===== config.mk =====
export PLATFORM = sky130hd
export DESIGN_NAME = line_buf_ctrl
export DESIGN_NICKNAME = d
export VERILOG_FILES = /design/src/rtl/line_buf_ctrl.sv
export SDC_FILE = /design/constraint.sdc
export NUM_CORES = 1
export LEC_CHECK = 0
export ABC_AREA = 1
export CORE_UTILIZATION = 41
export CTS_CLUSTER_SIZE = 12
export DETAILED_ROUTE_END_ITERATION = 10
export SLEW_MARGIN = 20
export SYNTH_ARGS = -nofsm -noshare
export SYNTH_HDL_FRONTEND = slang
export SYNTH_SLANG_ARGS = --single-unit

===== constraint.sdc =====
create_clock -name clk -period 2.5 [get_ports clk]
set_clock_uncertainty 0.2 [all_clocks]
set_input_delay 0.375 -clock clk [delete_from_list [all_inputs] [get_ports clk]]
set_output_delay 0.375 -clock clk [all_outputs]
set_load 0.02 [all_outputs]

===== src/rtl/line_buf_ctrl.sv =====
// Ping-pong line buffer controller: writes pixel words into one of two line
// buffers and streams completed lines out as AXI4-Stream sideband and addresses.
module line_buf_ctrl #(
  parameter int ADDR_W = 16
) (
  input  logic              clk,
  input  logic              reset,
  input  logic              fs_in,
  input  logic              wr_valid,
  input  logic              wr_last,
  input  logic              tready,
  output logic              we,
  output logic              wr_sel,
  output logic [ADDR_W-1:0] wr_addr,
  output logic              rd_sel,
  output logic [ADDR_W-1:0] rd_addr,
  output logic              tvalid,
  output logic              tuser,
  output logic              tlast,
  output logic              ovf,
  output logic [1:0]        full
);

  typedef enum logic {
    ST_IDLE   = 1'b0,
    ST_STREAM = 1'b1
  } state_t;

  state_t                   r_state;
  logic [1:0]               r_full;
  logic [1:0][ADDR_W-1:0]   r_len;
  logic [1:0]               r_sof;
  logic                     r_sof_pend;
  logic                     r_drop;
  logic                     r_wr_sel;
  logic [ADDR_W-1:0]        r_wr_addr;
  logic                     r_rd_sel;
  logic [ADDR_W-1:0]        r_rd_addr;
  logic                     r_tvalid;
  logic                     r_tuser;
  logic                     r_tlast;

  logic                     w_wr_full;
  logic                     w_we;
  logic                     w_wr_done;
  logic                     w_ovf;
  logic                     w_rd_done;
  logic [ADDR_W-1:0]        w_len_m1;
  logic [ADDR_W-1:0]        w_rd_addr_inc;
  logic [1:0]               w_full_next;

  // Write strobe and overflow are combinational; reset gates them so they read 0 in reset.
  assign w_wr_full     = r_full[r_wr_sel];
  assign w_we          = reset && wr_valid && !w_wr_full && !r_drop;
  assign w_wr_done     = w_we && wr_last;
  assign w_ovf         = reset && wr_valid && !r_drop && w_wr_full;
  assign w_rd_done     = (r_state == ST_STREAM) && r_tlast && tready;
  assign w_len_m1      = r_len[r_rd_sel] - ADDR_W'(1);
  assign w_rd_addr_inc = r_rd_addr + ADDR_W'(1);

  // Release and completion always hit different buffers, so both bits can update together.
  always_comb begin
    w_full_next = r_full;
    if (w_rd_done) begin
      w_full_next[r_rd_sel] = 1'b0;
    end
    if (w_wr_done) begin
      w_full_next[r_wr_sel] = 1'b1;
    end
  end

  always_ff @(posedge clk or negedge reset) begin
    if (!reset) begin
      r_full     <= '0;
      r_len      <= '0;
      r_sof      <= '0;
      r_sof_pend <= 1'b0;
      r_drop     <= 1'b0;
      r_wr_sel   <= 1'b0;
      r_wr_addr  <= '0;
    end else begin
      r_full <= w_full_next;
      if (w_we) begin
        if (wr_last) begin
          r_len[r_wr_sel] <= r_wr_addr + ADDR_W'(1);
          r_sof[r_wr_sel] <= r_sof_pend;
          r_wr_sel        <= ~r_wr_sel;
          r_wr_addr       <= '0;
        end else begin
          r_wr_addr <= r_wr_addr + ADDR_W'(1);
        end
      end
      // A new frame start wins over consumption by the completing line.
      if (fs_in) begin
        r_sof_pend <= 1'b1;
      end else if (w_wr_done) begin
        r_sof_pend <= 1'b0;
      end
      if (wr_valid && (r_drop || w_wr_full)) begin
        r_drop <= !wr_last;
      end
    end
  end

  always_ff @(posedge clk or negedge reset) begin
    if (!reset) begin
      r_state   <= ST_IDLE;
      r_rd_sel  <= 1'b0;
      r_rd_addr <= '0;
      r_tvalid  <= 1'b0;
      r_tuser   <= 1'b0;
      r_tlast   <= 1'b0;
    end else begin
      case (r_state)
        ST_IDLE: begin
          if (r_full[r_rd_sel]) begin
            r_state   <= ST_STREAM;
            r_rd_addr <= '0;
            r_tvalid  <= 1'b1;
            r_tuser   <= r_sof[r_rd_sel];
            r_tlast   <= (r_len[r_rd_sel] == ADDR_W'(1));
          end
        end
        ST_STREAM: begin
          if (tready) begin
            if (r_tlast) begin
              r_state   <= ST_IDLE;
              r_rd_sel  <= ~r_rd_sel;
              r_rd_addr <= '0;
              r_tvalid  <= 1'b0;
              r_tuser   <= 1'b0;
              r_tlast   <= 1'b0;
            end else begin
              r_rd_addr <= w_rd_addr_inc;
              r_tuser   <= 1'b0;
              r_tlast   <= (w_rd_addr_inc == w_len_m1);
            end
          end
        end
      endcase
    end
  end

  assign we      = w_we;
  assign ovf     = w_ovf;
  assign wr_sel  = r_wr_sel;
  assign wr_addr = r_wr_addr;
  assign rd_sel  = r_rd_sel;
  assign rd_addr = r_rd_addr;
  assign tvalid  = r_tvalid;
  assign tuser   = r_tuser;
  assign tlast   = r_tlast;
  assign full    = r_full;

endmodule


==> impl_metrics.tcl <==
set metrics [dict create \
    yosysUniqueCellTypes 31 \
    numClockSinks 76 \
    ys_seq_area_share_pct 42.0 \
    hold_viol 0 \
    worstSetupEndpointType "output port" \
    drc_errors 0 \
    start_util_pct 43.1 \
    maxSlewViolCount 0 \
    ys_top_cells_by_area "dfrtp_1 42%, nand2_1 19%, inv_1 6.5%" \
    cts.path.max_buffers 2 \
    grt_max_degree 51 \
    synthToLayoutAreaGrowth_pct 24.2 \
    coreArea_um2 10500 \
    async_flop_share_pct 100 \
    synth_area_um2 4520 \
    run_status "completed" \
    ios 47 \
    num_vias 4303 \
    rows 37 \
    nets 732 \
    synth_top_area_cell "dfrtp_1" \
    crit_required_ns 1.92 \
    ys_warn_count 0 \
    total_power_w 0.00670 \
    antenna_cells 0 \
    drive_gt1_share_pct 11.7 \
    max_freq_ghz 0.415 \
    antenna_found_initial 1 \
    rsz0062_at_grt "yes" \
    cts_buffers 9 \
    period_share_pct 96.3 \
    max_cap_viol_count 0 \
    cp.arrival_ns 1.83 \
    worstPathMaxFanout 3 \
    worst_pin_slew_ns 0.624 \
    irDropWorstVdd_mv 0.650 \
    dr.pass1.iters 5 \
    gp_congestion 0.897 \
    synth_top_cell_area_share_pct 42.0 \
    critPathKind "input pin to output port" \
    grt_pass1_wl_um 19800 \
    synthCells 644 \
    final-setup-viol-count 0 \
    critPathLaunchType "input pin" \
    power_density_nw_per_um2 1190 \
    fp.dieW_um 107 \
    routedWlPerCell_um 13.5 \
    grtUsageTotal_pct 22.2 \
    grt-ovfl-total 0 \
    syn-num-nets 654 \
    synth-main-ff-cell "dfrtp_1" \
    avgViaCountPerCell 5.00 \
    ys_ff_latch 76 \
    synth_common_cells "223 x nand2_1, 78 x inv_1, 76 x dfrtp_1" \
    cts_tree "yes" \
    synth_edf_count 0 \
    dieArea_um2 11500 \
    h-tree-depth 3 \
    post-route-min-period_ns 2.41 \
    synth_most_common_cell "nand2_1" \
    p_leak_nw 2.73 \
    hold_path_class "flop to flop" \
    fill_cells 1059 \
    insertion_delay_ns 0.36 \
    port_buffers 46 \
    ant_nets 0 \
    dieHeight_um 107 \
    drt_iter0_markers 221 \
    grt_pass1_vias 4137 \
    max_slew_margin_pct 58.4 \
    clkTransAtPathRegs_ns 0.08 \
    wl_um 11600 \
    dp_hpwl_um 8810 \
    clockRootBuffer "clkbuf_8" \
    synth_area_per_cell_um2 7.03 \
    fin_hold_ws_ns 0.281 \
]
final cells by class:
class                   instances  area [um^2]  area share (%)
flip-flops and latches         76         1900            33.9
clock buffers                  11          151            2.69
well taps                     136          170            3.03
repair buffers                 80          747            13.3
multi-input cells             472         2310            41.1
clock inverters                 3         22.5           0.401
inverters                      83          314            5.59
cell families after synthesis:
logic type / synth area share [%]
buffers and inverters: 8.57
xor gates and xnor gates: 3.10
muxes: 0.221
and+or+nand+nor: 33.2
AOI/OAI and AO/OA: 11.8
DFF: 42.0
adders and majority gates: 1.11
stage by stage:
stage	cell area [um^2]	std cells	setup TNS, ns	worst slack, ns	utilization, %
2_1_floorplan	4520	644	0	0.131	-
3_3_place_gp	5340	845	0	0.0883	50.8
3_5_place_dp	5340	845	0	0.0816	50.8
4_1_cts	5530	860	0	0.0276	52.6
5_1_grt	5620	861	-0.0126	-0.0126	53.5
6_report	5620	861	0	0.0920	53.5
cell usage in the layout (no fill, tap or decap), types with 2 or more instances in the layout:
cell type and count:
xor2_1 14, a21oi_1 5, nand2_2 6, o21ai_1 10, nor4_1 3, clkbuf_8 11, dfrtp_2 2, o22ai_1 21
a21o_1 2, buf_4 31, buf_12 2, nand3b_1 2, clkdlybuf4s50_1 44, o21ai_2 3, nor2_1 49, nand3_1 43
xor2_2 2, nand4_1 11, o21ai_0 45, nand2_1 219, inv_2 4, nor2_4 6, o21bai_1 2, inv_1 78
dfrtp_1 74, nand3_2 2, nor2_2 8, nor3_1 7, a22o_1 2, ha_1 3
flip-flops by register name (all words and copies together), names as in the netlist, 2 cells and up:
name and count:
full 2, r_len 32, r_sof 2, rd_addr 16
wr_addr 16
worst max-delay path, stage by stage:
cell and delay, ns:
clkdlybuf4s50_1 0.49, nand2_1 0.06, nor2_1 0.09, inv_1 0.08, nor2_4 0.13, clkdlybuf4s50_1 0.61
timing repair:
| item | CTS | global route |
|---|---|---|
| hold buffers | 1 | 0 |
| gates resized for setup | 1 | 23 |
| endpoints found under the setup margin | 1 | 10 |
| pin swaps | 0 | 3 |
| hold endpoints to repair | 26 | 0 |
| buffers inserted | 0 | 1 |
metal layers:
| metal | GRT usage [%] | part of all wire, % | up-vias |
|---|---|---|---|
| li1 | - | - | 2230 |
| met2 | 36.5 | 46 | 88 |
| met3 | 3.53 | 3.5 | 14 |
| met1 | 29.6 | 48 | 1971 |
| met4 | 7.83 | 2.0 | 0 |
| met5 | 0 | 0 | - |
where the power goes:
part / switching [W] / internal [W] / total (W) / leakage [nW]
registers: 0.000336 / 0.00163 / 0.00197 / 1.01
logic: 0.00236 / 0.00149 / 0.00385 / 1.63
clock network: 0.000472 / 0.000408 / 0.000880 / 0.0916
path summary, 6_finish.rpt:
check,startpoint,slack (ns),endpoint,depth (start not counted)
max in group asynchronous,reset,0.65,rd_sel$_DFFE_PN0P_,4
max,wr_valid,0.09,we,6
min in group asynchronous,reset,0.46,rd_addr[1]$_DFFE_PN0P_,3
max reg2reg,rd_sel$_DFFE_PN0P_,0.22,tlast$_DFFE_PN0P_,14
min reg2reg,r_len[15]$_DFFE_PN0P_,0.28,r_len[15]$_DFFE_PN0P_,2
min,r_len[15]$_DFFE_PN0P_,0.28,r_len[15]$_DFFE_PN0P_,2
Power figures use the tool's default switching activity.
